**src/rtl/acq_channel_packer_pkg.sv**
```systemverilog
// Shared defaults for the acquisition channel packer.
// The index and counter widths are derived from the channel and sample counts.
package acq_pkg;
  localparam int DEF_NCH   = 16;
  localparam int DEF_SPW   = 16;
  localparam int DEF_DIV_W = 8;
  localparam int CH_IDX_W  = $clog2(DEF_NCH);
  localparam int SAMP_W    = $clog2(DEF_SPW);
endpackage

```
**src/rtl/acq_channel_packer_sample_rate_divider.sv**
```systemverilog
// Sample strobe generator: strobes when the counter is 0, then counts to div and wraps.
// While clr is high the counter is held at 0, so the first enabled cycle strobes.
module sample_rate_divider
  import acq_pkg::*;
#(
  parameter int DIV_W = DEF_DIV_W
) (
  input  logic             clk,
  input  logic             rst_n,
  input  logic             clr,
  input  logic             run,
  input  logic [DIV_W-1:0] div,
  output logic             strobe
);
  logic [DIV_W-1:0] r_div_cnt;

  assign strobe = run & (r_div_cnt == '0);

  always_ff @(posedge clk or negedge rst_n) begin
    if (!rst_n) begin
      r_div_cnt <= '0;
    end else if (clr) begin
      r_div_cnt <= '0;
    end else if (run) begin
      r_div_cnt <= (r_div_cnt == div) ? '0 : r_div_cnt + 1'b1;
    end
  end
endmodule

```
**src/rtl/acq_channel_packer.sv**
```systemverilog
// Packs SPW samples per enabled channel into words, double-buffered into a hold bank,
// and streams pending words lowest channel first with a sticky overflow flag.
module acq_channel_packer
  import acq_pkg::*;
#(
  parameter int NCH   = DEF_NCH,
  parameter int SPW   = DEF_SPW,
  parameter int DIV_W = DEF_DIV_W
) (
  input  logic                    clk,
  input  logic                    rst_n,
  input  logic                    acq_enable,
  input  logic                    acq_reset,
  input  logic [DIV_W-1:0]        clock_divisor,
  input  logic [NCH-1:0]          channel_enable,
  input  logic [NCH-1:0]          sample_in,
  output logic [SPW-1:0]          out_data,
  output logic [$clog2(NCH)-1:0]  out_channel,
  output logic                    out_valid,
  input  logic                    out_ready,
  output logic                    overflow,
  output logic                    busy
);
  localparam int IDX_W = $clog2(NCH);
  localparam int SW    = $clog2(SPW);

  logic             r_en_d, r_running, r_overflow;
  logic [SW-1:0]    r_samp_cnt;
  logic [NCH-1:0]   r_mask_q, r_pending;
  logic [DIV_W-1:0] r_div_q;
  logic [SPW-1:0]   r_sreg [NCH];
  logic [SPW-1:0]   r_hold [NCH];
  logic [SPW-1:0]   w_shifted [NCH];

  logic             w_start, w_run, w_clr, w_strobe, w_block_done, w_hs, w_copy_ok;
  logic [NCH-1:0]   w_hs_mask, w_pend_after, w_mask;
  logic [IDX_W-1:0] w_idx;
  logic [DIV_W-1:0] w_div;

  assign w_start = acq_enable & ~r_en_d & ~r_overflow & ~acq_reset;
  assign w_run   = w_start | (r_running & acq_enable);
  assign w_clr   = acq_reset | ~w_run;
  assign w_div   = w_start ? clock_divisor : r_div_q;
  assign w_mask  = w_start ? channel_enable : r_mask_q;

  sample_rate_divider #(.DIV_W(DIV_W)) u_div (
    .clk    (clk),
    .rst_n  (rst_n),
    .clr    (w_clr),
    .run    (w_run),
    .div    (w_div),
    .strobe (w_strobe)
  );

  always_comb begin
    w_idx = '0;
    for (int i = NCH - 1; i >= 0; i--) begin
      if (r_pending[i]) w_idx = IDX_W'(i);
    end
  end

  // A word accepted on the completing edge frees its slot, so it counts as drained.
  assign w_block_done = w_strobe & (r_samp_cnt == SW'(SPW - 1));
  assign w_hs         = out_valid & out_ready;
  assign w_hs_mask    = w_hs ? (NCH'(1) << w_idx) : '0;
  assign w_pend_after = r_pending & ~w_hs_mask;
  assign w_copy_ok    = (w_pend_after == '0);

  genvar gi;
  generate
    for (gi = 0; gi < NCH; gi++) begin : g_ch
      assign w_shifted[gi] = {sample_in[gi], r_sreg[gi][SPW-1:1]};

      always_ff @(posedge clk or negedge rst_n) begin
        if (!rst_n) begin
          r_sreg[gi] <= '0;
          r_hold[gi] <= '0;
        end else if (acq_reset) begin
          r_sreg[gi] <= '0;
          r_hold[gi] <= '0;
        end else begin
          if (w_strobe) r_sreg[gi] <= w_shifted[gi];
          if (w_block_done && w_copy_ok) r_hold[gi] <= w_shifted[gi];
        end
      end
    end
  endgenerate

  always_ff @(posedge clk or negedge rst_n) begin
    if (!rst_n) begin
      r_en_d     <= 1'b0;
      r_running  <= 1'b0;
      r_overflow <= 1'b0;
      r_pending  <= '0;
      r_samp_cnt <= '0;
      r_mask_q   <= '0;
      r_div_q    <= '0;
    end else if (acq_reset) begin
      r_en_d     <= acq_enable;
      r_running  <= 1'b0;
      r_overflow <= 1'b0;
      r_pending  <= '0;
      r_samp_cnt <= '0;
      r_mask_q   <= '0;
      r_div_q    <= '0;
    end else begin
      r_en_d <= acq_enable;
      if (w_start) begin
        r_running <= 1'b1;
        r_mask_q  <= channel_enable;
        r_div_q   <= clock_divisor;
      end else if (!acq_enable) begin
        r_running <= 1'b0;
      end
      if (w_block_done && !w_copy_ok) begin
        r_overflow <= 1'b1;
        r_running  <= 1'b0;
      end
      r_pending <= (w_block_done && w_copy_ok) ? w_mask : w_pend_after;
      // Idle or a dropped enable discards any partial block.
      if (!w_run)        r_samp_cnt <= '0;
      else if (w_strobe) r_samp_cnt <= r_samp_cnt + 1'b1;
    end
  end

  assign out_valid   = |r_pending;
  assign out_channel = w_idx;
  assign out_data    = out_valid ? r_hold[w_idx] : '0;
  assign overflow    = r_overflow;
  assign busy        = r_running | (|r_pending);
endmodule

```
**config.mk**
```make
export PLATFORM = sky130hd
export DESIGN_NAME = acq_channel_packer
export DESIGN_NICKNAME = d
export VERILOG_FILES = /design/src/rtl/acq_channel_packer_pkg.sv /design/src/rtl/acq_channel_packer_sample_rate_divider.sv /design/src/rtl/acq_channel_packer.sv
export SDC_FILE = /design/constraint.sdc
export NUM_CORES = 1
export LEC_CHECK = 0
export ABC_CLOCK_PERIOD_IN_PS = 5200
export BUFFER_PORTS_ARGS = -buffer_cell sky130_fd_sc_hd__buf_2
export CAP_MARGIN = 20
export CORE_ASPECT_RATIO = 0.9
export CORE_UTILIZATION = 40
export DETAILED_ROUTE_END_ITERATION = 16
export GPL_TIMING_DRIVEN = 0
export HOLD_SLACK_MARGIN = 0.03
export PLACE_DENSITY_LB_ADDON = 0.15
export SLEW_MARGIN = 10
export SYNTH_ARGS = -nofsm -noshare
export SYNTH_HDL_FRONTEND = slang
export SYNTH_SLANG_ARGS = --single-unit
```
**constraint.sdc**
```tcl
create_clock -name clk -period 5.2 [get_ports clk]
set_clock_uncertainty 0.1 [all_clocks]
set_input_delay 0 -clock clk [delete_from_list [all_inputs] [get_ports clk]]
set_output_delay 0 -clock clk [all_outputs]
set_load 0.05 [all_outputs]
```
==> flow_summary.yaml, run 1 <==
outcome:
  status: "finished, final reports clean"
synthesis:
  synth_nets: 2974
  synth_edf_count: 0
  synth_top_area_share_pct: 53.3
  synthTopCellsByArea: "dfrtp_1 (53%), a21oi_1 (10%), nand2_1 (9.5%)"
  synth_ff_type: "dfrtp_1"
  avgSynthCellArea_um2: 8.84
  synth_top_cell_by_area: "dfrtp_1"
  synthArstFlopShare_pct: 100
  ys_ff_latch: 551
  ys_warn_count: 0
  synth.most_common_cell: "nand2_1"
  ys_types: 61
  synth_cells: 2926
  synthesis.area_mm2: 0.0259
  yosysSeqAreaShare_pct: 53.3
  synth_commonest_cells: "nand2_1 (654), dfrtp_1 (551), a21oi_1 (522)"
timing:
  slew_headroom_pct: 27.8
  fin_crit_sh_pct: 97.3
  worst_slack_ns: 0.139
  finalMaxSlewViolations: 0
  hold_ws_ns: 0.0562
  tightest_slew_ns: 1.08
  hold_viol: 0
  rsz0062_at_grt: "false"
  totalNegativeSetupSlack_ns: 0
  setup_viol: 0
  layout_min_cycle_time_ns: 5.06
  max_freq_mhz: 198
final_layout:
  num_antenna_cells: 0
  stdcell_count: 4016
  final_area_mm2: 0.0300
  areaGrowthSynthToFinish_pct: 16.0
  nNetsFinal: 3161
  layout-drive-gt1-share_pct: 10.3
  finalCoreUtilization_pct: 46.9
worst_setup_path:
  end_kind: "output port"
  required_ns: 5.10
  path_class: "flop to output port"
  critical_path.max_fanout: 10
  cp.arrival_ns: 4.96
  crit_path_start_kind: "flop"
power:
  power_mw: 9.08
  power.density_mw_per_mm2: 303
  p_leak_nw: 11.8
  ir_worst_vdd_uv: 245
clock_network:
  clk_latency_ns: 0.66
  clock_sinks: 551
  htreeDepth: 2
  path_clk_slew_ns: 0.06
  cts_buffer_depth: 3
  cts-root-buf: "clkbuf_16"
  cts_tree: "yes"
  cts_buffers: 60
global_route:
  grt_start_max_net_pins: 111
  grt.overflow.total: 0
  track_usage_pct: 26.5
  antenna_found_initial: 4
  grt_pass1_vias: 22400
  grt_pass1_wl_mm: 135
floorplan:
  start_util_pct: 40.4
  chipHeight_um: 243
  die_area_mm2: 0.0657
  rows: 88
  coreArea_mm2: 0.0640
  pin_count: 68
  die_w_um: 270
placement:
  dp_slack_ns: 0.994
  dp_hpwl_mm: 63.3
  dp.cells: 3855
  gp_congestion: 0.924
  place_area_mm2: 0.0275
  port_buffers: 66
routing:
  vias: 23200
  avgViaCountPerCell: 5.78
  drtAntennaViolNets: 0
  drt_iter0_markers: 2518
  dr.pass1.iters: 7
  wl_mm: 87.8
  wire_per_inst_um: 21.9
  drc: 0
flow_run:
  drv_cap: 0
hold_path:
  hold_class: "input pin to flop"
## critical path: stages (launching register included)
cell,delay (ns)
dfrtp_1,0.33
clkbuf_1,0.33
inv_1,0.11
o21a_1,0.15
a2111o_1,0.48
a21oi_2,0.35
buf_2,0.46
buf_2,0.42
mux2_2,0.41
o21ai_0,0.53
a41oi_1,0.38
buf_2,0.32
## cell usage in the layout (no fill, tap or decap), types with 17 or more instances in the layout
| cell type | instances |
|---|---|
| nor2_1 | 30 |
| o21ai_0 | 185 |
| o211ai_1 | 50 |
| a41oi_1 | 17 |
| dfrtp_1 | 551 |
| nand2_1 | 654 |
| clkbuf_1 | 229 |
| nand4_1 | 257 |
| dlygate4sd3_1 | 50 |
| clkbuf_8 | 17 |
| a21oi_1 | 522 |
| buf_2 | 127 |
| mux2_2 | 64 |
| o21ai_1 | 90 |
| nand3_1 | 56 |
| clkbuf_16 | 61 |
## metal layers
layer  vias to the layer above  part of all wire, %  track usage (%)
li1                      10700                    -                -
met1                     11500                   45             37.8
met2                       805                   44             40.2
met3                       152                  7.3             5.37
met4                         4                  3.3             8.87
met5                         -                0.031                0
## power breakdown
part	switching [mW]	internal (mW)
Sequential	0.0155	4.30
Clock	1.81	2.53
Combinational	0.322	0.0953
## timing repair
item / 4_1_cts / 5_1_grt
hold buffers: 51 / 0
resized for setup: 0 / 8
endpoints found under the hold margin: 354 / 0
setup endpoints to repair: 0 / 5
setup buffers: 0 / 0
## logic make-up after synthesis
family	after synthesis	synth area share [%]
buffers and inverters	317	5.09
xor gates and xnor gates	17	0.576
and+or+nand+nor	1046	18.6
adders and majority gates	3	0.145
AOI/OAI and AO/OA	920	19.2
muxes	72	3.10
DFF	551	53.3
## layout make-up
type                       instances  area [µm²]
buffer                           306        1280
clock buffer                      88        1800
clock inverter                    22         216
fill                            6227       34000
inverter                          11        41.3
multi-input combinational       2058       10800
sequential                       551       13800
tap                              855        1070
timing repair buffer             125        1040
## flip-flops by register name, summed over array words and instances (netlist names)
| signal | flops |
|---|---|
| r_hold | 256 |
| r_sreg | 240 |
| r_mask_q | 16 |
| r_pending | 16 |
| r_div_q | 8 |
| u_div.r_div_cnt | 8 |
| r_samp_cnt | 4 |
| overflow | 1 |
| r_en_d | 1 |
| r_running | 1 |
## worst paths after layout
path,startpoint,endpoint,slack (ns),cells after the start
worst min-delay path,channel_enable[11],r_mask_q[11],0.06,4
worst max register to register,r_pending[5],r_hold[136],1.02,11
max in group asynchronous,rst_n,r_sreg[52],3.13,6
worst min register to register,r_sreg[93],r_sreg[92],0.42,2
worst max-delay path,r_pending[5],out_data[5],0.14,11
min in group asynchronous,rst_n,r_sreg[171],0.46,4
Power figures use the tool's default switching activity.
==> run 2: changes to the inputs <==
==> constraint.sdc (replaced) <==
create_clock -name clk -period 5.2 [get_ports clk]
set_clock_uncertainty 0.1 [all_clocks]
set_input_delay 1.04 -clock clk [delete_from_list [all_inputs] [get_ports clk]]
set_output_delay 1.04 -clock clk [all_outputs]
set_load 0.05 [all_outputs]
==> run 2 against run 1 <==
- the run now ends with negative setup slack left
- non-clock buffer count fell by 43
- clock power hardly changed
- power decreased by 0.39%
- cell count down 1.1%
- sequential power is essentially flat
- flip-flop and latch count did not move
- maximum frequency is 3.6% lower
- sequential share of layout area grew 0.068 points
- design area shrank 0.14%
- critical path type unchanged
==> flow_summary.yaml, run 2 (same netlist as run 1, synthesis figures left out) <==
final_layout:
  final_cell_mix: "nand2_1 (654), dfrtp_1 (550), a21oi_1 (522)"
  num_antenna_cells: 0
  stdcell_count: 3973
  layout-drive-gt1-share_pct: 12.3
  largest_reg_flops: 256
  final_common_cell: "nand2_1"
  final_area_mm2: 0.0300
  reg_top3: "r_hold (256), r_sreg (240)"
  areaGrowthSynthToFinish_pct: 15.8
  regMostFlops: "r_hold"
  finalCoreUtilization_pct: 46.8
  nNetsFinal: 3118
clock_network:
  path_clk_slew_ns: 0.06
  cts_buffer_depth: 3
  cts-root-buf: "clkbuf_16"
  clk_latency_ns: 0.66
  clock_sinks: 551
  cts_tree: "yes"
  htreeDepth: 2
  ctsHoldBuffers: 0
  cts_buffers: 60
floorplan:
  die_area_mm2: 0.0657
  rows: 88
  start_util_pct: 40.4
  die_w_um: 270
  chipHeight_um: 243
  pin_count: 68
  coreArea_mm2: 0.0640
timing:
  fin_crit_sh_pct: 101
  slew_headroom_pct: 24.8
  setup_viol: 5
  totalNegativeSetupSlack_ns: -0.145
  layout_min_cycle_time_ns: 5.25
  hold_ws_ns: 0.333
  max_freq_mhz: 191
  rsz0062_at_grt: "true"
  finalMaxSlewViolations: 0
  hold_viol: 0
  tightest_slew_ns: 1.13
  worst_slack_ns: -0.0493
routing:
  drc: 0
  drtAntennaViolNets: 0
  drt_iter0_markers: 2451
  dr.pass1.iters: 8
  wire_per_inst_um: 22.1
  avgViaCountPerCell: 5.82
  wl_mm: 87.9
  vias: 23100
placement:
  dp_hpwl_mm: 63.3
  dp_slack_ns: -0.0459
  place_area_mm2: 0.0275
  gp_congestion: 0.924
  dp.cells: 3855
  port_buffers: 66
worst_setup_path:
  cp.arrival_ns: 4.11
  r2r_cells: 9
  required_ns: 4.06
  crit_path_start_kind: "flop"
  crit_path_max_incr_delay_ns: 0.49
  end_kind: "output port"
  path_cells: "nand2b_4 > a221o_1 > a2111o_1 > a21oi_4 > buf_8 > mux2_2 > o211ai_1 > a41oi_2 > clkbuf_4"
  critical_path.max_fanout: 10
  regToRegSetupSlack_ns: 1.05
  reg2reg_from: "r_pending[11]"
  r2r_end: "r_hold[136]"
  path_class: "flop to output port"
  critPathSlowestCell: "o211ai_1"
global_route:
  grt.overflow.total: 0
  grt_pass1_vias: 22300
  grt_start_max_net_pins: 111
  grt_pass1_wl_mm: 134
  antenna_found_initial: 1
  track_usage_pct: 26.4
flow_run:
  drv_cap: 0
hold_path:
  hold_class: "input pin to async pin"
power:
  power_frac_comb_pct: 4.3
  power.density_mw_per_mm2: 302
  power_mw: 9.05
  ir_worst_vdd_uv: 246
  net-switching-power_mw: 2.14
  pwr-share-clk_pct: 48.0
  intPower_mw: 6.91
  p_leak_nw: 11.7
  pwr-share-seq_pct: 47.8
  netSwitchingFraction_pct: 23.6
outcome:
  violations: "negative setup slack"
  status: "complete, but fails checks"
run 2: cell types whose count changed in the layout (fill, tap and decap cells not counted), sizes merged:
| cell | before | now |
|---|---|---|
| buf | 158 | 168 |
| dlygate4sd3 | 50 | 0 |
| clkbuf | 311 | 308 |
run 2: worst max path at each step:
stage             startpoint           to  depth (start not counted)
4_1_cts        r_pending[14]  out_data[7]                          9
5_1_grt        r_pending[14]  out_data[7]                          9
3_3_place_gp           rst_n   r_sreg[41]                          1
2_1_floorplan  r_pending[12]  out_data[0]                          7
3_5_place_dp   r_pending[11]  out_data[5]                         10
6_report       r_pending[14]  out_data[9]                          9
run 2: layer usage:
| layer | up-vias | part of all wire (%) | track usage (%) |
|---|---|---|---|
| met5 | - | 0 | 0 |
| met1 | 11500 | 45 | 37.6 |
| met2 | 834 | 44 | 39.8 |
| met4 | 0 | 3.5 | 9.34 |
| li1 | 10600 | - | - |
| met3 | 153 | 7.7 | 5.34 |
run 2: critical path, delay by kind of cell, from the launching register on:
family	cells	cell delay (ns)
buf+inv	2	0.52
compound gates	5	1.96
flops	1	0.41
mux	1	0.38
simple gates	1	0.15
run 2: power groups by stage:
stage          sequential [mW]  combinational [mW]  clock (mW)
2_1_floorplan             4.39               0.169           0
3_3_place_gp              4.40               0.365           0
3_5_place_dp              4.40               0.387           0
4_1_cts                   4.32               0.389        4.43
5_1_grt                   4.32               0.427        4.60
6_report                  4.32               0.385        4.34
run 2: what timing repair did:
action / CTS / global route
gates cloned: 0 / 1
gates resized for setup: 85 / 49
setup endpoints to repair: 16 / 16
pin swaps: 11 / 14
setup buffers: 4 / 4
run 2: final cells by class:
cell class	count	area, µm²
Buffer	305	1370
Tap cell	855	1070
Multi-Input combinational cell	2058	11000
Timing Repair Buffer	83	677
Fill cell	6206	34000
Clock buffer	88	1800
Clock inverter	22	216
Inverter	11	41.3
Sequential cell	551	13800
==> run 3: changes to the inputs <==
--- a/config.mk
+++ b/config.mk
@@ -9,6 +9,7 @@
 export BUFFER_PORTS_ARGS = -buffer_cell sky130_fd_sc_hd__buf_2
 export CAP_MARGIN = 20
 export CORE_ASPECT_RATIO = 0.9
+export CORE_MARGIN = 2
 export CORE_UTILIZATION = 40
 export DETAILED_ROUTE_END_ITERATION = 16
 export GPL_TIMING_DRIVEN = 0
==> run 3 against run 2 <==
- the run still ends with negative setup slack left
- count of clock-buffer cells in the layout up 2
- clock power down 2%
- routed wire length down 0.17%
- maximum frequency about the same
- critical path depth up 1
- sequential share of layout area up 0.19 points
- hold slack worse by 0.16 ns
- via count up 0.25%
- power down 0.98%
- critical path type unchanged
- critical endpoint is now out_data[3]
- largest cell class unchanged
- largest power group is now registers
==> flow_summary.yaml, run 3 (same netlist as run 1, synthesis figures left out) <==
routing:
  met3WireLength_mm: 7.06
  dr.pass1.iters: 6
  vias: 23200
  drtAntennaViolNets: 0
  wire_per_inst_um: 22.1
  drc: 0
  top_layer: "met4"
  avgViaCountPerCell: 5.84
  drt_iter0_markers: 2317
  wl_met2_mm: 37.7
  wl_mm: 87.7
  wl_met1_mm: 40.0
clock_network:
  cts_tree: "yes"
  cts_buffer_depth: 3
  cts-root-buf: "clkbuf_16"
  clock_sinks: 551
  path_clk_slew_ns: 0.06
  ctsHoldBuffers: 0
  clk_latency_ns: 0.63
  htreeDepth: 2
  cts_buffers: 59
worst_setup_path:
  crit_path_start_kind: "flop"
  r2r_end: "r_hold[104]"
  critical_path.max_fanout: 6
  end_kind: "output port"
  required_ns: 4.06
  path_class: "flop to output port"
  r2r_cells: 10
  reg2reg_from: "r_pending[5]"
  crit_start: "r_pending[14]"
  cp.arrival_ns: 4.11
  regToRegSetupSlack_ns: 1.09
outcome:
  violations: "negative setup slack"
  status: "complete, but fails checks"
floorplan:
  die_w_um: 272
  rows: 88
  pin_count: 68
  coreArea_mm2: 0.0641
  chipHeight_um: 245
  die_area_mm2: 0.0667
  start_util_pct: 40.4
global_route:
  grt.overflow.total: 0
  track_usage_pct: 26.2
  antenna_found_initial: 1
  grt_start_max_net_pins: 100
  grt_pass1_vias: 22400
  grt_pass1_wl_mm: 135
timing:
  worst_slack_ns: -0.0503
  slew_headroom_pct: 16.2
  hold_viol: 0
  max_freq_mhz: 190
  hold_ws_ns: 0.170
  rsz0062_at_grt: "true"
  setup_viol: 3
  layout_min_cycle_time_ns: 5.25
  fin_crit_sh_pct: 101
  tightest_slew_ns: 1.25
  finalMaxSlewViolations: 0
flow_run:
  drv_cap: 0
power:
  power.density_mw_per_mm2: 300
  ir_worst_vdd_uv: 269
  p_leak_nw: 11.7
placement:
  dp_slack_ns: -0.162
  gp_congestion: 0.947
  dp_hpwl_mm: 63.7
  port_buffers: 66
  dp.cells: 3855
final_layout:
  reg_top3: "r_hold (256), r_sreg (240)"
  final_cell_mix: "nand2_1 (654), dfrtp_1 (550), a21oi_1 (522)"
  regMostFlops: "r_hold"
  num-fill-cells: 6256
  largest_reg_flops: 256
  stdcell_count: 3968
  layout-drive-gt1-share_pct: 11.9
  areaGrowthSynthToFinish_pct: 15.4
  num_antenna_cells: 0
  nNetsFinal: 3114
  final_common_cell: "nand2_1"
hold_path:
  hold_class: "input pin to async pin"
-- run 3: final cells by class --
type                       instances  area (µm²)  area share, %
tap                              855        1070           3.58
sequential                       551       13800           46.2
timing repair buffer              80         662           2.22
buffer                           305        1360           4.55
multi-input combinational       2058       11000           36.8
clock buffer                      90        1750           5.88
clock inverter                    18         183          0.612
inverter                          11        41.3          0.138
-- run 3: repair_timing --
| action | CTS | global route |
|---|---|---|
| setup endpoints to repair | 16 | 16 |
| pin swaps | 13 | 27 |
| resized for setup | 73 | 59 |
| buffers inserted | 5 | 1 |
| hold endpoints to repair | 0 | 0 |
-- run 3: metrics by stage --
step	TNS, ns	instance area, µm²	util [%]	total power [mW]
3_3_place_gp	-4552.43	27300	42.6	4.77
4_1_cts	-0.00412	29700	46.3	9.05
5_1_grt	-0.417	29800	46.6	9.26
2_1_floorplan	0	25900	-	4.56
3_5_place_dp	-0.451	27500	42.9	4.79
6_report	-0.0827	29800	46.6	8.96
-- run 3: worst max-delay path by stage --
stage                             end  slack (ns)  cells past startpoint
after global routing      out_data[0]       -0.08                     10
after detailed placement  out_data[4]       -0.16                     11
after CTS                 out_data[0]      -0.002                     10
after floorplan           out_data[0]        0.75                      7
final                     out_data[3]       -0.05                     10
after global placement     r_sreg[26]       -8.35                      1
-- run 3: per-layer routing --
layer,vias to the layer above,global-route usage (%)
met3,162,5.31
met5,-,0
met4,0,8.68
li1,10600,-
met1,11500,38.4
met2,889,38.6
-- run 3: where the power goes --
part           switching, mW  internal, mW
logic                  0.315        0.0700
registers             0.0156          4.30
clock network           1.79          2.46
total                   2.12          6.83
-- run 3: worst max-delay path: stages, from the launching register on --
cell	delay, ns
dfrtp_1	0.40
nand2b_4	0.14
a221o_1	0.39
a2111o_1	0.49
a21oi_4	0.32
buf_12	0.18
buf_12	0.13
mux2_4	0.31
o211ai_1	0.45
a41oi_2	0.37
buf_6	0.27
